==> config.mk <==
export PLATFORM = sky130hd
export DESIGN_NAME = cpu_phase_sequencer
export DESIGN_NICKNAME = d
export VERILOG_FILES = /design/src/rtl/cpu_seq_pkg.sv /design/src/rtl/cpu_branch_cond.sv /design/src/rtl/cpu_phase_sequencer.sv
export SDC_FILE = /design/constraint.sdc
export NUM_CORES = 1
export LEC_CHECK = 0
export ABC_AREA = 1
export CAP_MARGIN = 5
export CORE_UTILIZATION = 44
export CTS_CLUSTER_DIAMETER = 40
export DETAILED_ROUTE_END_ITERATION = 8
export PLACE_DENSITY = 0.89
export SYNTH_ARGS = -nofsm -noshare
export SYNTH_HDL_FRONTEND = slang
export SYNTH_SLANG_ARGS = --single-unit
==> constraint.sdc <==
create_clock -name clk -period 1.32 [get_ports clk]
set_clock_uncertainty 0.1 [all_clocks]
set_input_delay 0.264 -clock clk [delete_from_list [all_inputs] [get_ports clk]]
set_output_delay 0.264 -clock clk [all_outputs]
set_load 0.01 [all_outputs]
==> src/rtl/cpu_seq_pkg.sv <==
// cpu_seq_pkg: shared types and decode helpers for the multi-cycle
// phase sequencer and future pipelined control.
package cpu_seq_pkg;

  typedef enum logic [2:0] {
    S_IDLE,
    S_FETCH,
    S_DECODE,
    S_EXEC,
    S_MEM,
    S_WB,
    S_ERR
`ifdef SEQ_SINGLE_STEP_EN
    ,
    S_HOLD
`endif
  } state_t;

  localparam logic [1:0] PC_INC = 2'd0;
  localparam logic [1:0] PC_OFS = 2'd1;
  localparam logic [1:0] PC_ALU = 2'd2;

  localparam logic [4:0] JMP_LINK = 5'b11001;
  localparam logic [4:0] JMP_REG  = 5'b11010;
  localparam logic [2:0] LS_PFX   = 3'b011;

  localparam logic [3:0] CC_AL = 4'h0;
  localparam logic [3:0] CC_Z  = 4'h1;
  localparam logic [3:0] CC_NZ = 4'h2;
  localparam logic [3:0] CC_C  = 4'h3;
  localparam logic [3:0] CC_NC = 4'h4;
  localparam logic [3:0] CC_V  = 4'h5;
  localparam logic [3:0] CC_NV = 4'h6;
  localparam logic [3:0] CC_S  = 4'h7;
  localparam logic [3:0] CC_NS = 4'h8;

  function automatic logic is_alu_op(input logic [4:0] op);
    return !op[4] && (op[3:2] != 2'b11);
  endfunction

  function automatic logic is_mem_op(input logic [4:0] op);
    return (op[4:2] == LS_PFX) && op[1];
  endfunction

  function automatic logic is_store(input logic [4:0] op);
    return (op[4:2] == LS_PFX) && (op[1:0] == 2'b11);
  endfunction

  // Stores and non-link jumps produce no register result.
  function automatic logic wb_allowed(input logic [4:0] op);
    return !is_store(op) && !(op[4] && (op != JMP_LINK));
  endfunction

endpackage

==> src/rtl/cpu_branch_cond.sv <==
// cpu_branch_cond: evaluates a jump condition code against
// the {C,V,S,Z} flag register.
module cpu_branch_cond
  import cpu_seq_pkg::*;
(
  input  logic [3:0] cond,
  input  logic [3:0] flags,
  output logic       taken
);

  logic c, v, s, z;

  assign {c, v, s, z} = flags;

  always_comb begin
    taken = 1'b0;
    case (cond)
      CC_AL:   taken = 1'b1;
      CC_Z:    taken = z;
      CC_NZ:   taken = !z;
      CC_C:    taken = c;
      CC_NC:   taken = !c;
      CC_V:    taken = v;
      CC_NV:   taken = !v;
      CC_S:    taken = s;
      CC_NS:   taken = !s;
      default: taken = 1'b0;
    endcase
  end

endmodule

==> src/rtl/cpu_phase_sequencer.sv <==
// cpu_phase_sequencer: FETCH/DECODE/EXEC/MEM/WB multi-cycle control,
// flag register and memory timeout trap. Option: SEQ_SINGLE_STEP_EN.
module cpu_phase_sequencer
  import cpu_seq_pkg::*;
#(
  parameter int OPW     = 5,
  parameter int MEM_TMO = 255
) (
  input  logic           clk,
  input  logic           rst,
  input  logic [OPW-1:0] opcode,
  input  logic           alu_c,
  input  logic           alu_v,
  input  logic           alu_s,
  input  logic           alu_z,
  input  logic           imem_ack,
  input  logic           dmem_ack,
`ifdef SEQ_SINGLE_STEP_EN
  input  logic           step_mode,
  input  logic           step_go,
`endif
  output logic           imem_req,
  output logic           dmem_req,
  output logic           dmem_we,
  output logic           ir_ld,
  output logic           rf_rd_en,
  output logic           alu_en,
  output logic           wb_en,
  output logic           pc_ld,
  output logic [1:0]     pc_sel,
  output logic [3:0]     flags,
  output logic           busy,
  output logic           err
);

  localparam int CW = $clog2(MEM_TMO + 1);
  localparam logic [CW-1:0] TMO = CW'(MEM_TMO);

  state_t        state_q, state_d;
  logic [CW-1:0] cnt_q;
  logic [3:0]    flags_q;
  logic [4:0]    op;
  logic          tmo;
  logic          taken;
  logic          flag_ld;

  assign op    = opcode[4:0];
  assign tmo   = (cnt_q == TMO);
  assign flags = flags_q;

  cpu_branch_cond u_cond (
    .cond  (op[3:0]),
    .flags (flags_q),
    .taken (taken)
  );

  always_comb begin
    state_d  = state_q;
    imem_req = 1'b0;
    dmem_req = 1'b0;
    dmem_we  = 1'b0;
    ir_ld    = 1'b0;
    rf_rd_en = 1'b0;
    alu_en   = 1'b0;
    wb_en    = 1'b0;
    pc_ld    = 1'b0;
    pc_sel   = PC_INC;
    busy     = 1'b1;
    err      = 1'b0;
    flag_ld  = 1'b0;
    unique case (state_q)
      S_IDLE: begin
        busy    = 1'b0;
        state_d = S_FETCH;
      end
      S_FETCH: begin
        imem_req = 1'b1;
        if (imem_ack) begin
          ir_ld   = 1'b1;
          state_d = S_DECODE;
        end else if (tmo) begin
          state_d = S_ERR;
        end
      end
      S_DECODE: begin
        rf_rd_en = 1'b1;
        state_d  = S_EXEC;
      end
      S_EXEC: begin
        alu_en  = 1'b1;
        flag_ld = is_alu_op(op);
        state_d = is_mem_op(op) ? S_MEM : S_WB;
      end
      S_MEM: begin
        dmem_req = 1'b1;
        dmem_we  = op[0];
        if (dmem_ack) begin
          state_d = S_WB;
        end else if (tmo) begin
          state_d = S_ERR;
        end
      end
      S_WB: begin
        wb_en = wb_allowed(op);
        pc_ld = 1'b1;
        unique case (1'b1)
          op == JMP_REG:              pc_sel = PC_ALU;
          op == JMP_LINK:             pc_sel = PC_OFS;
          op[4] && (op[3:0] <= CC_NS): pc_sel = taken ? PC_OFS : PC_INC;
          default:                    pc_sel = PC_INC;
        endcase
        state_d = S_FETCH;
`ifdef SEQ_SINGLE_STEP_EN
        if (step_mode) state_d = S_HOLD;
`endif
      end
      S_ERR: begin
        busy = 1'b0;
        err  = 1'b1;
      end
`ifdef SEQ_SINGLE_STEP_EN
      S_HOLD: begin
        busy = 1'b0;
        if (step_go || !step_mode) state_d = S_FETCH;
      end
`endif
      default: begin
        busy    = 1'b0;
        state_d = S_IDLE;
      end
    endcase
  end

  // Counter runs only while waiting; FETCH/MEM are always entered
  // from another state, so it starts each access at zero.
  always_ff @(posedge clk) begin
    if (rst) begin
      state_q <= S_IDLE;
      cnt_q   <= '0;
      flags_q <= '0;
    end else begin
      state_q <= state_d;
      if (flag_ld) flags_q <= {alu_c, alu_v, alu_s, alu_z};
      if ((state_q == S_FETCH) || (state_q == S_MEM))
        cnt_q <= cnt_q + 1'b1;
      else
        cnt_q <= '0;
    end
  end

endmodule

After elaboration in Yosys (flattened, before gate mapping) --
Index checks and enable logic that the tools add are counted. W data, S select, Z words.
Storage, ports and cells: register bits 15, latch bits 0, bits in writable memories 0, bits in read-only memories 0, input port bits 13, output and inout port bits 16, logic and storage cells 67, memories 0
Operators by class: $add $sub $neg 1, multiply operators 0, div/mod/pow operators 0, $lt $le $gt $ge 1, eq/ne operators 21, shift operators 0, muxes and demuxes 21, bitwise operators 1, reductions and logical operators 19
Operator list (count):
- $pmux W3 S6 | 1
- $eq A4 B3 Y1 const B | 4
- $mux W1 | 14
- $eq A5 B5 Y1 const B | 2
- $eq A3 B2 Y1 const B | 3
- $eq A3 B3 Y1 const B | 3
- $mux W3 | 3
- $pmux W1 S9 | 1
- $add A8 B1 Y8 const B | 1
- $eq A4 B2 Y1 const B | 2
- $eq A8 B8 Y1 const B | 1
- $logic_not A1 Y1 | 7
- $logic_and A1 B1 Y1 | 6
- $pmux W2 S3 | 1
- $ne A5 B5 Y1 const B | 1
- $reduce_or A5 Y1 | 1
- $eq A4 B1 Y1 const B | 1
- $eq A4 B4 Y1 const B | 1
- $le A4 B4 Y1 const B | 1
- $logic_not A4 Y1 | 1
- $reduce_or A2 Y1 | 2
- $eq A3 B1 Y1 const B | 1
- $logic_not A3 Y1 | 1
- $eq A2 B2 Y1 const B | 1
- other kinds (4) | 4

Depth between registers and ports, before layout --
Gate-level depths: netlist (run 1).
depth in word-level cells 5, depth in mapped cells 9, mapped depth without buffers 9

Modules after synthesis --
From an unflattened synthesis (run 1), not the netlist that was laid out.
Second synthesis, totals: cell total of the unflattened synthesis 153, area total of the unflattened synthesis 963.4 sq um
Modules (own cells, without submodules):
- cpu_phase_sequencer | times used 1, cells each 122, area an instance 828.3 sq um, sequential area each 300.3 sq um
- cpu_branch_cond | times used 1, cells each 31, area an instance 135.1 sq um, sequential area each 0.0 sq um

Least setup slack after synthesis (run 1) --
Ideal clock, no wire load.
kind flip-flop to output port, start register state_q[1], end output port pc_sel[0], arrival time 1.003 ns, required time 0.956 ns, slack -0.047 ns, cell stages (with the launch flop) 6, buffers on the path 0, cells stage by stage dfxtp_1 > inv_2 > nand3_1 > inv_1 > nand4_1 > nor2_1
Between the ends: cells in the longest elaborated chain, start to end 2
Ends and longest elaborated chain:
- from (decl) | line cpu_phase_sequencer.sv:39 | state_t state_q, state_d;
- from (signal assigned) | line cpu_phase_sequencer.sv:142 | state_q <= state_d;
- $eq A3 B3 Y1 | line cpu_phase_sequencer.sv:71 | unique case (state_q)
- $mux W2 | line cpu_phase_sequencer.sv:71
- to (decl) | line cpu_phase_sequencer.sv:30 | output logic [1:0] pc_sel,
Every way passes these cells.

Final worst setup path (run 1) --
start register flags_q[0], in the netlist flags[0], end output port pc_sel[0]
Between the ends: cells in the longest elaborated chain, start to end 5
Ends and longest elaborated chain:
- from (decl) | line cpu_phase_sequencer.sv:41 | logic [3:0] flags_q;
- from (signal assigned) | line cpu_phase_sequencer.sv:143 | if (flag_ld) flags_q <= {alu_c, alu_v, alu_s, alu_z};
- $logic_not A1 Y1 | line cpu_branch_cond.sv:20 | CC_NZ: taken = !z;
- $pmux W1 S9 * | line cpu_branch_cond.sv:17 | case (cond)
- $mux W1 * | line cpu_phase_sequencer.sv:109 | op[4] && (op[3:0] <= CC_NS): pc_sel = taken ? PC_OFS : PC_INC;
- $pmux W2 S3 * | line cpu_phase_sequencer.sv:106 | unique case (1'b1)
- $mux W2 * | line cpu_phase_sequencer.sv:71
Every way passes the cells marked *; elsewhere a longest branch is shown, timed or not.

==> results of run 1 <==
==> layer usage <==
| metal | vias to the layer above | routed length, um |
|---|---|---|
| li1 | 592 | - |
| met1 | 625 | 1670 |
| met2 | 130 | 2300 |
| met3 | 59 | 425 |
| met4 | 0 | 437 |
| met5 | - | 0 |
==> layout by cell type (no fill, tap or decap), drive strengths merged <==
master and n:
nor3b 2, nor3 4, xor2 1, nand2 29
nor2 30, nand4 1, dfxtp 15, nand3 15
o22ai 1, clkdlybuf4s15 3, o21ai 10, clkinv 1
clkdlybuf4s50 7, a21oi 6, inv 20, o211ai 1
nand3b 1, clkbuf 3, ha 1, buf 57
==> final timing paths <==
path / startpoint / endpoint / slack [ps] / cells after the start
min reg2reg: cnt_q[0]$_SDFF_PP0_ / cnt_q[0]$_SDFF_PP0_ / 340 / 1
max reg2reg: state_q[0]$_SDFFE_PP0N_ / cnt_q[4]$_SDFF_PP0_ / -230 / 9
max: flags[0]$_SDFFE_PP0P_ / pc_sel[0] / -350 / 7
min: cnt_q[0]$_SDFF_PP0_ / cnt_q[0]$_SDFF_PP0_ / 340 / 1
==> sequential cells by signal, summed over array words and instances (netlist names) <==
name	flops
cnt_q	8
flags	4
state_q	3
==> synth_stat cells, drive strengths merged <==
| master | number |
|---|---|
| nor3b | 2 |
| xor2 | 1 |
| clkinv | 1 |
| dfxtp | 15 |
| a21oi | 6 |
| nor2 | 30 |
| nand2 | 29 |
| inv | 19 |
| o22ai | 1 |
| o211ai | 1 |
| nor3 | 4 |
| nand3 | 15 |
| o21ai | 10 |
| nand3b | 1 |
| ha | 1 |
| nand4 | 1 |
==> kinds of logic after synthesis <==
family / count (synthesis) / synth area share [%]
AO/OA/AOI/OAI: 18 / 12.1
adder cells (fa/ha/maj): 1 / 1.44
flip-flops: 15 / 34.6
AND/OR/NAND/NOR: 82 / 42.1
XOR/XNOR: 1 / 1.01
buffers and inverters: 20 / 8.79
==> critical path, cell delays in order, from the launching register on <==
cell and delay [ps]:
dfxtp_2 360, nand2_1 110, o21ai_1 80, nand2_1 60, nand3_1 90, nor2_1 140
nor2_2 40, buf_2 130
==> per-stage QoR <==
step,instances,util [%],TNS (ps)
floorplan,137,-,0
global placement,216,77.5,-7320
detailed placement,216,77.5,-8180
CTS,227,84.1,-3180
global route,233,94.0,-6740
finish,233,94.0,-5240
==> cell type report <==
class,instances,share of cell area (%)
clock buffer,3,1.34
multi-input combinational,102,39.2
clock inverter,1,0.299
inverter,20,5.08
sequential,15,18.9
timing repair buffer,67,33.3
tap,25,1.87
==> power breakdown <==
part           internal [mW]  switching (mW)
combinational          0.235           0.252
sequential             0.469          0.0225
clock                  0.113           0.166
==> timing repair <==
| item | in CTS | in global routing |
|---|---|---|
| pin swaps | 15 | 18 |
| hold buffers | 0 | 0 |
| buffers inserted | 8 | 8 |
| setup endpoints to repair | 29 | 28 |
| gates resized for setup | 121 | 43 |
==> results.cfg, run 1 <==
[outcome]
status = finished with violations
violations = setup timing

[final_layout]
multi_input_area_um2 = 657
regArea_um2 = 317
diodes = 0
layout-drive-gt1-share_pct = 58.2
syn_to_final_growth_pct = 92.9
nFillCells = 59
finalInstanceArea_um2 = 1680
layout.nets = 223

[route]
drt-total-wl_mm = 4.83
drt_drc_violations_left = 0
first_pass_iters = 5
routedWlPerCell_um = 20.7
final_antenna_net_count = 0
drt_iter0_drc = 90
vias = 1406
vias_per_cell = 6.03

[yosys]
syn_nets = 151
syn-cell-area_um2 = 868
synthCells = 137
synth.area.top_cells = dfxtp_1 35%, nand2_1 13%, nor2_1 12%
ys_seq_area_share_pct = 34.6
yosys.area.top_type_share_pct = 34.6
ys_warn_count = 0
postSynthAreaPerCell_um2 = 6.34
yosysTopAreaCell = dfxtp_1
synth_cell_types = 21
synth-seq-cells = 15

[clocking]
cts_tree = built
cts.clk_slew.worst_paths_ps = 100
cts.htree.levels = 1
clk_latency_ps = 300
cts-root-buf = clkbuf_4
numCtsBuffers = 3
cts_buffer_depth = 2
cts_sinks = 15

[place]
io_buffers = 28
pre_cts_ws_ps = -871
hpwl_mm = 2.09
dpl_cell_area_um2 = 1380
gp_congestion = 0.870

[sta]
fin_crit_sh_pct = 126
worst_slack_ps = -349
whs_ps = 341
finalMaxSlewViolations = 0
worstMarginPinSlew_ps = 329
setup_viol = 28
rsz0062_at_grt = true
finalCriticalPeriod_ps = 1670
relSlewSlack_pct = 78.1
final_hold_viol_count = 0
fmax_mhz = 599

[grt]
grt_use_met1_pct = 33.1
antenna_found_initial = 0
grt_util_met2_pct = 63.9
grt_pass1_vias = 1177
track_usage_pct = 32.7
met3_usage_pct = 5.10
globalRouteOverflowTotal = 0
grt_pass1_wl_mm = 5.00
busiest_layer = met2
grt_max_degree = 10

[min_path]
hold_class = flop to flop

[die]
rows = 15
core_area_um2 = 1780
die_area_um2 = 2160
die_w_um = 46.4
io_pins = 29
initial_utilization_pct = 48.7
fp.dieH_um = 46.4

[critical_path]
critPathArrivalTime_ps = 1300
cp-end-kind = primary output
crit_required_ps = 960
crit_fanout = 3
worst-setup-path-type = flop to primary output
cp-start-kind = flop

[power]
vdd_drop_max_v = 0.000892
finalPower_mw = 1.26
powerDensity_nw_per_um2 = 751
p_leak_nw = 0.768

[run]
cap_violations = 0
Power figures use the tool's default switching activity.
==> run 2: changes to the inputs <==
Settings changed: CAP_MARGIN 5 to 20, CTS_CLUSTER_DIAMETER 40 to unset, PLACE_DENSITY 0.89 to 0.81.
==> run 2 against run 1 <==
Compared with the run above:
- synthesized cell count unchanged
- synthesized area stayed put
- the run now fails in global routing (5_1_grt)
==> results.cfg, run 2 <==
[outcome]
status = aborted with a tool error
stop_stage = global routing (5_1_grt)
tool.error = [ERROR DPL-0038] Utilization greater than 100%, impossible to legalize

[die]
die_w_um = 46.4
io_pins = 29
rows = 15
fp.dieH_um = 46.4
initial_utilization_pct = 48.7

[yosys]
synthCells = 137
synth.area.top_cells = dfxtp_1 35%, nand2_1 13%, nor2_1 12%
syn-cell-area_um2 = 868
synth_edf_count = 0
postSynthAreaPerCell_um2 = 6.34
synth_ff_type = dfxtp_1
ys_seq_area_share_pct = 34.6
yosys.area.top_type_share_pct = 34.6
synth_cell_types = 21
ys_warn_count = 0
yosysTopAreaCell = dfxtp_1
async_reset_ff_share_pct = 0
syn_nets = 151
ys_top_cells_by_count = 29 x nand2_1, 28 x nor2_1, 17 x inv_1
synth-seq-cells = 15
synth.most_common_cell = nand2_1

[clocking]
cts_buffer_depth = 2
cts.htree.levels = 1
numCtsBuffers = 3
cts-root-buf = clkbuf_4
cts-hold-fix-buffers = 0
cts_sinks = 15

[sta]
worstEpCategory = primary output
worst_endpoint = pc_sel[0]

[grt]
grt_max_degree = 11

[place]
hpwl_mm = 2.11
dpl_cell_area_um2 = 1380
gp_congestion = 0.824
io_buffers = 28
dp_cells = 215
[run 2: cell counts after synthesis]
No cell type changed its count.
[run 2: timing repair]
item | 4_1_cts
setup endpoints to repair | 30
resized for setup | 127
setup buffers | 5
pin swaps | 16
[run 2: cell families after synthesis]
kind of cell    count (synthesis)  share of synthesized area, %
compound gates                 18                          12.1
flops                          15                          34.6
buf+inv                        20                          8.79
fa+ha+maj                       1                          1.44
xor+xnor                        1                          1.01
simple gates                   82                          42.1
[run 2: through the flow]
step | setup TNS (ps) | util, % | hold WS, ps | worst slack (ps)
2_1_floorplan | 0 | - | 233 | 29.4
4_1_cts | -2280 | 84.7 | 324 | -246
3_5_place_dp | -8120 | 77.1 | 342 | -873
3_3_place_gp | -7570 | 77.1 | 329 | -809
==> run 3: changes to the inputs <==
Settings changed: CORE_AREA set to 2 2 63 65, CORE_UTILIZATION 44 to unset, DIE_AREA set to 0 0 65 67, PLACE_DENSITY 0.81 to unset, PLACE_DENSITY_LB_ADDON set to 0.15.
==> run 3 against run 2 <==
Compared with the run above:
- the flow now finishes, with violations (setup timing)
==> results.cfg, run 3 (synthesis gave the netlist of run 1 again) <==
[sta]
fmax_mhz = 673
final_hold_viol_count = 0
worstMarginPinSlew_ps = 290
rsz0062_at_grt = true
setup_viol = 20
fin_crit_sh_pct = 113
whs_ps = 342
worst_slack_ps = -167
finalMaxSlewViolations = 0
relSlewSlack_pct = 80.6
finalCriticalPeriod_ps = 1490

[clocking]
clk_latency_ps = 250
cts_buffer_depth = 2
numCtsBuffers = 3
cts.clk_slew.worst_paths_ps = 60
cts-root-buf = clkbuf_8
cts_sinks = 15
cts_tree = built
cts-hold-fix-buffers = 0
cts.htree.levels = 1

[power]
vdd_drop_max_v = 0.000496
p_leak_nw = 0.764
powerDensity_nw_per_um2 = 751
finalPower_mw = 1.29

[route]
routedWlPerCell_um = 10.4
final_antenna_net_count = 0
vias = 1091
drt-total-wl_mm = 2.63
first_pass_iters = 4
vias_per_cell = 4.31
drt_iter0_drc = 47
drt_drc_violations_left = 0

[grt]
grt_pass1_wl_mm = 4.54
grt_max_degree = 9
globalRouteOverflowTotal = 0
grt_pass1_vias = 1045
antenna_found_initial = 0
track_usage_pct = 13.3

[critical_path]
cp-end-kind = primary output
crit_required_ps = 960
worst-setup-path-type = flop to primary output
crit_fanout = 3
cp-start-kind = flop
critPathArrivalTime_ps = 1120

[final_layout]
finalInstanceArea_um2 = 1720
layout-drive-gt1-share_pct = 55.1
top_register = cnt_q
layout.nets = 220
diodes = 0
final_common_cell = buf_4
largest_reg_flops = 8
syn_to_final_growth_pct = 97.7
post-route-util_pct = 47.6
layout_common_cells = 25 x buf_4, 23 x nor2_1, 21 x nand2_1

[die]
die_area_um2 = 4360
initial_utilization_pct = 24.1
rows = 22
io_pins = 29
die_w_um = 65
fp.dieH_um = 67
core_area_um2 = 3610

[outcome]
status = finished with violations
violations = setup timing

[min_path]
hold_class = flop to flop

[place]
hpwl_mm = 1.98
gp_congestion = 0.929
io_buffers = 28
dpl_cell_area_um2 = 1450

[run]
cap_violations = 0
[run 3: repair_timing]
action                     4_1_cts  5_1_grt
resized for setup              130       32
pin swaps                       13       13
setup endpoints to repair       29       31
buffers inserted                 7        2
[run 3: through the flow]
step	instances	setup TNS (ps)	worst slack (ps)
floorplan	137	0	29.4
global placement	242	-8080	-831
detailed placement	242	-8270	-888
CTS	251	-1210	-186
global route	253	-2650	-255
finish	253	-1180	-167
[run 3: report_power, final]
part | internal [mW] | switching (mW) | total, mW | leakage [nW]
combinational | 0.229 | 0.204 | 0.433 | 0.615
clock | 0.214 | 0.152 | 0.365 | 0.0228
sequential | 0.470 | 0.0207 | 0.491 | 0.126
[run 3: layout make-up]
| cell class | count | area, um^2 |
|---|---|---|
| well taps | 48 | 60.1 |
| repair buffers | 64 | 546 |
| inverters | 20 | 85.1 |
| fillers | 364 | 1890 |
| multi-input cells | 102 | 664 |
| clock buffers | 4 | 45.0 |
| flip-flops and latches | 15 | 317 |
[run 3: worst paths after layout]
check,from,to,slack (ps),cells after the start
worst min-delay path,cnt_q[0]$_SDFF_PP0_,cnt_q[0]$_SDFF_PP0_,340,1
worst max register to register,state_q[1]$_SDFFE_PP0N_,cnt_q[4]$_SDFF_PP0_,-30,7
worst min register to register,cnt_q[0]$_SDFF_PP0_,cnt_q[0]$_SDFF_PP0_,340,1
worst max-delay path,flags[0]$_SDFFE_PP0P_,pc_sel[0],-170,7
[run 3: routing by layer]
layer | GRT usage (%) | vias up | share of wire (%)
li1 | - | 580 | -
met1 | 16.8 | 486 | 46
met2 | 22.7 | 20 | 48
met3 | 2.20 | 5 | 4.4
met4 | 4.79 | 0 | 1.8
met5 | 0 | - | 0
[run 3: critical path: stages (launching register included)]
cell,delay (ps)
dfxtp_2,330
nand2_1,60
o21ai_1,50
nand2_1,50
nand3_1,70
nor2_1,130
nor2_2,50
buf_2,130
